$ cat src/rtl/video_pkg.sv
// Shared definitions for the collision block: object indices, CPU register
// indices and the table of the 15 object pairs watched for overlap.
package video_pkg;

    localparam int NUM_OBJS  = 6;
    localparam int NUM_PAIRS = 15;

    typedef enum logic [2:0] {
        OBJ_P0 = 3'd0,
        OBJ_P1 = 3'd1,
        OBJ_M0 = 3'd2,
        OBJ_M1 = 3'd3,
        OBJ_BL = 3'd4,
        OBJ_PF = 3'd5
    } obj_e;

    typedef enum logic [2:0] {
        CX_M0P  = 3'd0,
        CX_M1P  = 3'd1,
        CX_P0FB = 3'd2,
        CX_P1FB = 3'd3,
        CX_M0FB = 3'd4,
        CX_M1FB = 3'd5,
        CX_BLPF = 3'd6,
        CX_PPMM = 3'd7
    } cx_reg_e;

    typedef struct packed {
        obj_e a;
        obj_e b;
    } pair_t;

    // Pairs 2r and 2r+1 land in bit7/bit6 of register r for r=0..5; the
    // tail (BL-PF, P0-P1, M0-M1) is packed by cx_pack below.
    localparam pair_t PAIR_TABLE [NUM_PAIRS] = '{
        '{OBJ_M0, OBJ_P1}, '{OBJ_M0, OBJ_P0},
        '{OBJ_M1, OBJ_P0}, '{OBJ_M1, OBJ_P1},
        '{OBJ_P0, OBJ_PF}, '{OBJ_P0, OBJ_BL},
        '{OBJ_P1, OBJ_PF}, '{OBJ_P1, OBJ_BL},
        '{OBJ_M0, OBJ_PF}, '{OBJ_M0, OBJ_BL},
        '{OBJ_M1, OBJ_PF}, '{OBJ_M1, OBJ_BL},
        '{OBJ_BL, OBJ_PF},
        '{OBJ_P0, OBJ_P1}, '{OBJ_M0, OBJ_M1}
    };

    function automatic logic [7:0] cx_pack(input logic [NUM_PAIRS-1:0] flags,
                                           input cx_reg_e          reg_sel);
        case (reg_sel)
            CX_BLPF: return {flags[12], 7'b0};
            CX_PPMM: return {flags[13], flags[14], 6'b0};
            default: return {flags[{reg_sel, 1'b0}], flags[{reg_sel, 1'b1}], 6'b0};
        endcase
    endfunction

endpackage

$ cat src/rtl/collision_latch.sv
// One sticky collision flag: live latch with set/clear plus a frame snapshot
// copy of the live value.
module collision_latch (
    input  logic i_clk,
    input  logic i_rst_n,
    input  logic i_set,
    input  logic i_clear,
    input  logic i_snap,
    output logic o_live,
    output logic o_snap
);

    logic r_live;
    logic r_snap;

    // NOTE: state is updated with non-blocking assignments so every latch
    // samples the pre-edge value of r_live, which the snapshot relies on.
    always_ff @(posedge i_clk or negedge i_rst_n) begin
        if (!i_rst_n) begin
            r_live <= 1'b0;
            r_snap <= 1'b0;
        end else begin
            // A hit in the clearing cycle survives; everything else drops.
            r_live <= i_clear ? i_set : (r_live | i_set);
            if (i_snap) r_snap <= r_live;
        end
    end

    assign o_live = r_live;
    assign o_snap = r_snap;

endmodule

$ cat src/rtl/collision_detect.sv
// Atari 2600-style pairwise collision latches with a per-frame snapshot and
// a registered CPU read port.
module collision_detect
    import video_pkg::*;
#(
    parameter int NUM_REGS   = 8,
    parameter bit AUTO_CLEAR = 1'b0
) (
    input  logic       raw_clk,
    input  logic       reset_n,
    input  logic       pixel_strobe,
    input  logic       in_image,
    input  logic       in_vblank,
    input  logic       player_0_value,
    input  logic       player_1_value,
    input  logic       missile_0_value,
    input  logic       missile_1_value,
    input  logic       ball_value,
    input  logic       playfield_value,
    input  logic       clear,
    input  logic       read_enable,
    input  logic [2:0] address,
    output logic [7:0] data_out,
    output logic       frame_done,
    output logic       any_collision
);

    logic [NUM_OBJS-1:0]  w_obj;
    logic [NUM_PAIRS-1:0] w_live;
    logic [NUM_PAIRS-1:0] w_snap_bits;
    logic                 w_sample;
    logic                 w_snap;
    logic                 w_latch_clr;

    logic       r_vblank_d;
    logic       r_frame_done;
    logic [7:0] r_data_out;

    always_comb begin
        w_obj         = '0;
        w_obj[OBJ_P0] = player_0_value;
        w_obj[OBJ_P1] = player_1_value;
        w_obj[OBJ_M0] = missile_0_value;
        w_obj[OBJ_M1] = missile_1_value;
        w_obj[OBJ_BL] = ball_value;
        w_obj[OBJ_PF] = playfield_value;
    end

    assign w_sample    = pixel_strobe & in_image;
    assign w_snap      = in_vblank & ~r_vblank_d;
    assign w_latch_clr = clear | (AUTO_CLEAR & w_snap);

    for (genvar g = 0; g < NUM_PAIRS; g++) begin : g_pair
        collision_latch u_latch (
            .i_clk   (raw_clk),
            .i_rst_n (reset_n),
            .i_set   (w_sample & w_obj[PAIR_TABLE[g].a] & w_obj[PAIR_TABLE[g].b]),
            .i_clear (w_latch_clr),
            .i_snap  (w_snap),
            .o_live  (w_live[g]),
            .o_snap  (w_snap_bits[g])
        );
    end

    always_ff @(posedge raw_clk or negedge reset_n) begin
        if (!reset_n) begin
            r_vblank_d   <= 1'b0;
            r_frame_done <= 1'b0;
            r_data_out   <= 8'h00;
        end else begin
            r_vblank_d   <= in_vblank;
            r_frame_done <= w_snap;
            if (read_enable) begin
                r_data_out <= (int'(address) < NUM_REGS)
                            ? cx_pack(w_snap_bits, cx_reg_e'(address)) : 8'h00;
            end
        end
    end

    assign data_out      = r_data_out;
    assign frame_done    = r_frame_done;
    assign any_collision = |w_live;

endmodule

$ cat config.mk
export PLATFORM = sky130hd
export DESIGN_NAME = collision_detect
export DESIGN_NICKNAME = d
export VERILOG_FILES = /design/src/rtl/video_pkg.sv /design/src/rtl/collision_latch.sv /design/src/rtl/collision_detect.sv
export SDC_FILE = /design/constraint.sdc
export NUM_CORES = 1
export LEC_CHECK = 0
export ABC_AREA = 1
export BUFFER_PORTS_ARGS = -buffer_cell sky130_fd_sc_hd__buf_2
export CAP_MARGIN = 5
export CELL_PAD_IN_SITES_DETAIL_PLACEMENT = 2
export CELL_PAD_IN_SITES_GLOBAL_PLACEMENT = 2
export CORE_MARGIN = 2
export CORE_UTILIZATION = 30
export DETAILED_ROUTE_END_ITERATION = 16
export PLACE_DENSITY = 0.76
export SLEW_MARGIN = 20
export SYNTH_ARGS = -nofsm -noshare
export SYNTH_HDL_FRONTEND = slang
export SYNTH_SLANG_ARGS = --single-unit
$ cat constraint.sdc
create_clock -name raw_clk -period 1 [get_ports raw_clk]
set_input_delay 0.15 -clock raw_clk [delete_from_list [all_inputs] [get_ports raw_clk]]
set_output_delay 0.15 -clock raw_clk [all_outputs]
set_load 0.02 [all_outputs]
==> results of run 1 <==
[logic make-up after synthesis]
logic type / synth area share (%)
buffers and inverters: 12.6
DFF: 54.2
and+or+nand+nor: 20.3
AOI/OAI and AO/OA: 12.7
other: 0.239
[final cells by class]
class                      count  share of cell area [%]
sequential                    34                    43.9
multi-input combinational    111                    28.2
timing repair buffer          37                    13.7
inverter                      27                    5.74
tap                           70                    4.52
clock buffer                   7                    3.94
[where the power goes]
part,internal [W],switching [W]
Combinational,0.000211,0.000310
Clock,0.000479,0.000456
Sequential,0.00148,0.0000582
[cell usage in the layout (no fill, tap or decap), drive strengths merged]
master	Yosys	layout
nor3	1	1
conb	1	6
nor2	5	5
inv	27	27
nand2	50	50
dlygate4sd3	0	2
nand4	2	2
nor4	1	1
buf	9	35
nand3	16	16
clkbuf	1	7
o21ai	30	30
dfrtp	34	34
[repair_timing]
item,CTS,global route
pin swaps,2,3
hold buffers,2,0
gates resized for setup,6,9
setup endpoints to repair,1,13
buffers inserted,1,2
hold endpoints to repair,35,0
[per-layer routing]
layer	share of wire (%)	wire length, um	GRT usage, %
met1	45	1820	18.7
met2	51	2080	26.4
met3	3.3	134	3.67
met4	1.1	47	4.91
met5	0	0	0
[stage by stage]
step	setup TNS, ns	hold slack [ns]	utilization [%]	cells	total power (W)
final	-0.460	0.0939	38.2	286	0.00299
after global routing	-0.514	0.128	38.2	286	0.00318
after CTS	-0.467	0.0908	37.4	284	0.00301
after detailed placement	-0.115	0.128	35.3	274	0.00203
after global placement	-0.0837	0.124	35.3	274	0.00200
after floorplan	0	-0.146	-	182	0.00184
[critical path, cell delays in order (launching register included)]
cell	delay (ns)
dfrtp_1	0.37
inv_2	0.07
nand4_1	0.17
nor2_2	0.16
nand3_2	0.10
buf_6	0.16
[how the worst min path moves through the flow]
stage | startpoint | to | slack, ns | depth (start not counted)
finish | missile_1_value | g_pair[14].u_latch.o_live | 0.09 | 3
global route | read_enable | data_out[7] | 0.13 | 3
CTS | missile_1_value | g_pair[14].u_latch.o_live | 0.09 | 3
detailed placement | reset_n | g_pair[9].u_latch.o_snap | 0.13 | 2
global placement | reset_n | data_out[7] | 0.12 | 2
floorplan | reset_n | data_out[6] | -0.15 | 0
[sequential cells by signal (all words and copies together) (netlist names)]
signal,cells
g_pair.u_latch.o_live,15
data_out,2
g_pair.u_latch.o_snap,15
r_vblank_d,1
frame_done,1
==> results.json, run 1 <==
{
  "cts-root-buf": "clkbuf_8",
  "routed_wl_um": 4090,
  "clk_pin_slew_ns": 0.06,
  "synth_edf_count": 0,
  "first_iter_violations": 22,
  "clock_latency_ns": 0.28,
  "h-tree-depth": 2,
  "num_antenna_cells": 0,
  "vias_per_cell": 4.50,
  "drive_gt1_share_pct": 29.2,
  "area_delta_synth_final_pct": 23.6,
  "synth_most_common_cell": "nand2_1",
  "netlist.area_leader.share_pct": 54.2,
  "end_kind": "output pin",
  "setup_ws_ns": -0.460,
  "synth_top_area_cell": "dfrtp_1",
  "synthArstFlopShare_pct": 100,
  "grt_max_degree": 35,
  "final_hold_viol_count": 0,
  "place_area_um2": 1790,
  "syn_area_um2": 1570,
  "ys_types": 18,
  "run_status": "complete, but fails checks",
  "grt_use_total_pct": 15.2,
  "rsz0062_at_grt": "true",
  "setup_viol": 1,
  "first_global_vias": 1399,
  "hpwlAfterDp_um": 3000,
  "vias": 1288,
  "postLayoutCellArea_um2": 1940,
  "cts_buffer_depth": 2,
  "ant_nets": 0,
  "core_um2": 5070,
  "numPortBuffers": 19,
  "endpoint": "any_collision",
  "setup.worst_path.start": "g_pair[2].u_latch.o_live",
  "clock_skew_ns": 0.00540,
  "fill_cells": 607,
  "synth_common_cells": "50 x nand2_1, 34 x dfrtp_1, 25 x inv_1, 16 x nand3_1, 16 x o21ai_0",
  "cts_tree": "done",
  "ff2ff_path_depth": 4,
  "violations": "setup timing",
  "ys_seq_area_share_pct": 54.2,
  "clock_sink_count": 34,
  "grt_pass1_wl_um": 6980,
  "wire_per_inst_um": 14.3,
  "yosysWarnings": 0,
  "drtPass1Iterations": 4,
  "place_congestion": 0.735,
  "drc": 0,
  "ys.flop_type": "dfrtp_1",
  "synthCells": 177,
  "die-height_um": 76.3,
  "hp-class": "input port to register",
  "seqCellArea_um2": 851,
  "power_density_nw_per_um2": 1540,
  "worstSetupPathType": "register to output pin",
  "critPathLaunchType": "register",
  "min_period_ns": 1.46,
  "max-cap-violations": 0,
  "ys_seq_elements": 34,
  "reg2reg_slack_ns": 0.07,
  "antenna_found_initial": 0,
  "initial_utilization_pct": 30.9,
  "reg2reg_to": "g_pair[7].u_latch.o_snap",
  "worstReg2RegStart": "r_vblank_d",
  "preCtsSetupSlack_ns": -0.115,
  "arrival_ns": 1.31,
  "cellLeakagePower_nw": 0.954,
  "cp_max_fo": 2,
  "syn_area_per_cell_um2": 8.86,
  "multi_input_area_um2": 547,
  "ir_worst_vdd_mv": 0.538,
  "fmax_mhz": 685,
  "die_w_um": 76.3,
  "drv_slew": 0,
  "die-area_um2": 5820,
  "numCtsBuffers": 5,
  "num_rows": 26,
  "yosys-top-cells-area": "dfrtp_1 54%, nand2_1 12%, o21ai_2 7.3%",
  "crit_required_ns": 0.85,
  "overflow": 0,
  "ios": 26,
  "final_nets": 232,
  "min_period_over_period_pct": 146
}
Power figures use the tool's default switching activity.
==> inputs of run 2 (changes only) <==
Settings changed: ABC_AREA 1 to not set, PLACE_DENSITY 0.76 to 0.75.
==> run 2 against run 1 <==
Non-clock buffer count down 11. Sequential power about the same. Worst setup slack better by 0.0081 ns. Synthesized cell count down 17%. Sequential cell count unchanged. Critical endpoint unchanged. The flow still finishes with violations (setup timing). Design area down 4.2%.
==> results.json, run 2 <==
{
  "run_status": "complete, but fails checks",
  "violations": "setup timing",
  "final_hold_viol_count": 0,
  "routed_wl_um": 4010,
  "grt_pass1_wl_um": 6510,
  "die_w_um": 73.8,
  "drtPass1Iterations": 4,
  "die-height_um": 73.8,
  "ys_types": 22,
  "setup.worst_path.start": "g_pair[2].u_latch.o_live",
  "cts-root-buf": "clkbuf_8",
  "drive_gt1_share_pct": 24.6,
  "synthCells": 147,
  "cp_cell_sequence": "nor4_2, nand4_1, buf_2",
  "ys.flop_type": "dfrtp_1",
  "final_common_cell": "dfrtp_1",
  "grt_max_degree": 20,
  "place_area_um2": 1640,
  "fill_cells": 501,
  "drc": 0,
  "power_density_nw_per_um2": 1710,
  "core_um2": 4720,
  "netlist.area_leader.share_pct": 58.2,
  "finalPower_w": 0.00318,
  "hp-class": "input port to register",
  "end_kind": "output pin",
  "yosys-top-cells-area": "dfrtp_1 58%, o21ai_0 8.2%, nand2_1 7.7%",
  "worstSetupPathType": "register to output pin",
  "cellLeakagePower_nw": 0.884,
  "ys_seq_area_share_pct": 58.2,
  "hold_slack_ns": 0.0215,
  "drv_slew": 0,
  "ios": 26,
  "clock_skew_ns": 0.00181,
  "cp_max_fo": 2,
  "setup_ws_ns": -0.452,
  "vias": 1143,
  "critPathLaunchType": "register",
  "reg2reg_slack_ns": -0.14,
  "max-cap-violations": 0,
  "rsz0062_at_grt": "true",
  "clock_latency_ns": 0.28,
  "layout_common_cells": "34 x dfrtp_1, 28 x nand2_1, 19 x buf_2",
  "ant_nets": 0,
  "antenna_found_initial": 0,
  "slowest_stage": "dfrtp_1",
  "yosysWarnings": 0,
  "synth_most_common_cell": "dfrtp_1",
  "worstReg2RegStart": "g_pair[0].u_latch.o_snap",
  "grt_use_total_pct": 16.5,
  "ys_seq_elements": 34,
  "num_rows": 25,
  "setup_viol": 4,
  "final_nets": 190,
  "synth_edf_count": 0,
  "first_global_vias": 1323,
  "cts_tree": "done",
  "min_period_ns": 1.45,
  "fmax_mhz": 689,
  "h-tree-depth": 2,
  "clock_sink_count": 34,
  "worstHoldStart": "in_vblank",
  "die-area_um2": 5450,
  "wire_per_inst_um": 16.6,
  "crit_required_ns": 0.85,
  "vias_per_cell": 4.72,
  "hold_depth": 1,
  "overflow": 0,
  "hpwlAfterDp_um": 2800,
  "initial_utilization_pct": 30.9,
  "synth_common_cells": "34 x dfrtp_1, 30 x nand2_1, 24 x o21ai_0, 17 x inv_1, 8 x mux2i_1",
  "ir_worst_vdd_mv": 0.577,
  "arrival_ns": 1.30,
  "cts_buffer_depth": 2,
  "num_antenna_cells": 0,
  "synthArstFlopShare_pct": 100,
  "postLayoutCellArea_um2": 1860,
  "reg2reg_to": "data_out[7]",
  "place_congestion": 0.740,
  "clk_pin_slew_ns": 0.07,
  "numPortBuffers": 19,
  "setup_tns_ns": -0.599,
  "min_period_over_period_pct": 145,
  "syn_area_per_cell_um2": 9.94,
  "min_to": "r_vblank_d",
  "numCtsBuffers": 5,
  "syn_area_um2": 1460,
  "first_iter_violations": 22,
  "area_delta_synth_final_pct": 27.1,
  "synth_top_area_cell": "dfrtp_1",
  "ff2ff_path_depth": 3,
  "critPathMaxStageDelay_ns": 0.39
}
==> run 2: per-stage QoR <==
stage | setup slack, ns | cells | utilization, %
6_report | -0.452 | 242 | 39.3
4_1_cts | -0.458 | 240 | 38.4
3_5_place_dp | -0.211 | 230 | 34.6
3_3_place_gp | -0.199 | 230 | 34.6
2_1_floorplan | -0.0231 | 152 | -
5_1_grt | -0.526 | 242 | 39.3
==> run 2: worst max-delay path: cells and delay by family, from the launching register on <==
family	cells	cell delay (ns)
buf+inv	1	0.18
simple gates	2	0.46
flops	1	0.39
==> run 2: layout make-up <==
| cell class | count | area (um^2) | share of cell area, % |
|---|---|---|---|
| flip-flops and latches | 34 | 851 | 45.8 |
| multi-input cells | 90 | 537 | 28.9 |
| repair buffers | 26 | 213 | 11.4 |
| clock buffers | 8 | 110 | 5.93 |
| well taps | 67 | 83.8 | 4.51 |
| inverters | 17 | 63.8 | 3.43 |
==> run 2: cells by family (layout without fill, tap and decap cells) <==
logic type,Yosys count,in the layout,share of synthesized area (%)
DFF,34,34,58.2
other,1,6,0.257
AOI/OAI and AO/OA,33,33,12.5
buffers and inverters,28,51,9.25
muxes,9,9,7.02
and+or+nand+nor,42,42,12.8
==> run 2: timing repair <==
item                                   CTS  global route
setup endpoints to repair                8            10
gates resized for setup                 10            15
hold buffers                             1             0
pin swaps                                3             1
gates cloned                             1             1
buffers inserted                         0             1
endpoints found under the hold margin   15             0
==> run 2: how the worst max path moves through the flow <==
| stage | end | slack (ns) | cells past startpoint |
|---|---|---|---|
| 2_1_floorplan | data_out[7] | -0.02 | 3 |
| 3_5_place_dp | data_out[7] | -0.21 | 4 |
| 3_3_place_gp | data_out[7] | -0.20 | 4 |
| 4_1_cts | any_collision | -0.46 | 3 |
| 6_report | any_collision | -0.45 | 3 |
| 5_1_grt | any_collision | -0.53 | 3 |
==> run 2: routing by layer <==
layer  track usage, %  vias up  wire length [um]
met3             4.12        5               123
met1             18.4      582              1650
met5                0        -                 0
met2             30.2       23              2170
li1                 -      533                 -
met4             6.06        0                63
==> run 2: power by group <==
part / switching (W) / total, W / internal (W)
clock: 0.000479 / 0.00117 / 0.000695
sequential: 0.0000690 / 0.00155 / 0.00148
combinational: 0.000267 / 0.000456 / 0.000189
==> inputs of run 3 (changes only) <==
Clock period 1 ns to 1.15 ns, I/O delays scaled along.
==> run 3 against run 2 <==
The flow still finishes with violations (setup timing). Critical path type unchanged. Hold slack improved by 0.10 ns. Clock skew up 0.0020 ns. First-iteration DRC count is 77% higher. Total power is 3.5% lower. Via count decreased by 1.3%. Design area decreased by 1.1%. Die area unchanged. Sequential share of layout area is 0.50 points higher. Sequential power decreased by 14%.
==> results.json, run 3 (synthesis gave the netlist of run 2 again) <==
{
  "slowest_stage": "dfrtp_1",
  "finalNonFillerCells": 242,
  "setup_ws_ns": -0.318,
  "grt_pass1_wl_um": 6210,
  "fmax_mhz": 681,
  "hpwlAfterDp_um": 2720,
  "core_um2": 4720,
  "critPathLaunchType": "register",
  "seqCellArea_um2": 851,
  "area_delta_synth_final_pct": 25.8,
  "met3_length_um": 141,
  "final_util_pct": 38.9,
  "reg2reg_slack_ns": -0.02,
  "layout_common_cells": "34 x dfrtp_1, 30 x nand2_1, 24 x o21ai_0",
  "clock_latency_ns": 0.28,
  "cts_tree": "done",
  "numPortBuffers": 19,
  "power_density_nw_per_um2": 1670,
  "grt_max_degree": 35,
  "cp_max_fo": 2,
  "vias_per_cell": 4.66,
  "max-cap-violations": 0,
  "antenna_found_initial": 0,
  "place_congestion": 0.750,
  "clk_pin_slew_ns": 0.07,
  "final_hold_viol_count": 0,
  "top_layer": "met4",
  "numCtsBuffers": 5,
  "end_kind": "output pin",
  "min_period_over_period_pct": 128,
  "crit_required_ns": 0.98,
  "overflow": 0,
  "vias": 1128,
  "num_rows": 25,
  "h-tree-depth": 2,
  "arrival_ns": 1.30,
  "cts-root-buf": "clkbuf_8",
  "cts_buffer_depth": 2,
  "die-height_um": 73.8,
  "initial_utilization_pct": 30.9,
  "num_antenna_cells": 0,
  "final_nets": 190,
  "multi_input_area_um2": 514,
  "violations": "setup timing",
  "setup_viol": 2,
  "ir_worst_vdd_mv": 0.538,
  "critPathMaxStageDelay_ns": 0.39,
  "finalPower_w": 0.00307,
  "die_w_um": 73.8,
  "ios": 26,
  "wl_met2_um": 1990,
  "min_period_ns": 1.47,
  "run_status": "complete, but fails checks",
  "clock_sink_count": 34,
  "cp_cell_sequence": "nor4_2, nand4_1, buf_2",
  "hp-class": "input port to register",
  "clock_skew_ns": 0.00386,
  "routed_wl_um": 3870,
  "drtPass1Iterations": 4,
  "grt_use_total_pct": 15.8,
  "worstHoldStart": "read_enable",
  "worstReg2RegStart": "g_pair[10].u_latch.o_snap",
  "first_global_vias": 1244,
  "final_common_cell": "dfrtp_1",
  "wire_per_inst_um": 16.0,
  "ff2ff_path_depth": 3,
  "dp_cells": 229,
  "wl_met1_um": 1690,
  "drv_slew": 0,
  "fill_cells": 523,
  "drc": 0,
  "preCtsSetupSlack_ns": -0.119,
  "worstSetupPathType": "register to output pin",
  "hold_depth": 2,
  "min_to": "data_out[7]",
  "drive_gt1_share_pct": 20.6,
  "first_iter_violations": 39,
  "cellLeakagePower_nw": 0.881,
  "rsz0062_at_grt": "true",
  "die-area_um2": 5450,
  "reg2reg_to": "data_out[7]",
  "ant_nets": 0
}
run 3: cell count changes in the layout (fill, tap and decap cells not counted), sizes merged:
cell / before / now
buf: 24 / 23
bufinv: 0 / 2
clkbuf: 9 / 7
dlygate4sd3: 1 / 2
run 3: how the worst max path moves through the flow:
stage | from | to | slack (ns) | cells past startpoint
floorplan | address[0] | data_out[7] | 0.10 | 4
global placement | g_pair[6].u_latch.o_live | any_collision | -0.08 | 3
detailed placement | address[0] | data_out[7] | -0.12 | 4
CTS | g_pair[11].u_latch.o_live | any_collision | -0.35 | 3
global route | g_pair[11].u_latch.o_live | any_collision | -0.40 | 3
finish | g_pair[2].u_latch.o_live | any_collision | -0.32 | 3
run 3: cell type report:
class	instances	share of cell area, %
Sequential cell	34	46.3
Clock buffer	6	4.49
Multi-Input combinational cell	90	28.0
Timing Repair Buffer	26	9.94
Clock inverter	2	3.27
Inverter	17	3.47
Tap cell	67	4.56
run 3: layer usage:
layer / vias to the layer above / track usage [%]
li1: 529 / -
met1: 565 / 18.8
met2: 29 / 27.0
met3: 5 / 4.25
met4: 0 / 6.06
met5: - / 0
run 3: worst max-delay path, delay by kind of cell (launching register included):
| kind | cells | cell delay, ns |
|---|---|---|
| simple gates | 2 | 0.44 |
| flops | 1 | 0.39 |
| buf+inv | 1 | 0.19 |
run 3: power by group:
part           switching [W]  internal (W)
sequential         0.0000551       0.00129
clock               0.000435      0.000925
combinational       0.000220      0.000146
total               0.000710       0.00236
run 3: metrics by stage:
stage	TNS (ns)	area [um^2]	hold slack, ns
floorplan	0	1480	-0.123
global placement	-0.139	1620	0.221
detailed placement	-0.177	1620	0.234
CTS	-0.372	1800	0.120
global route	-0.459	1840	0.126
finish	-0.338	1840	0.123
run 3: timing repair:
action | CTS | global route
hold buffers | 2 | 0
buffers inserted | 1 | 1
hold endpoints to repair | 35 | 0
resized for setup | 2 | 2
pin swaps | 1 | 0
endpoints found under the setup margin | 2 | 7
gates cloned | 0 | 1
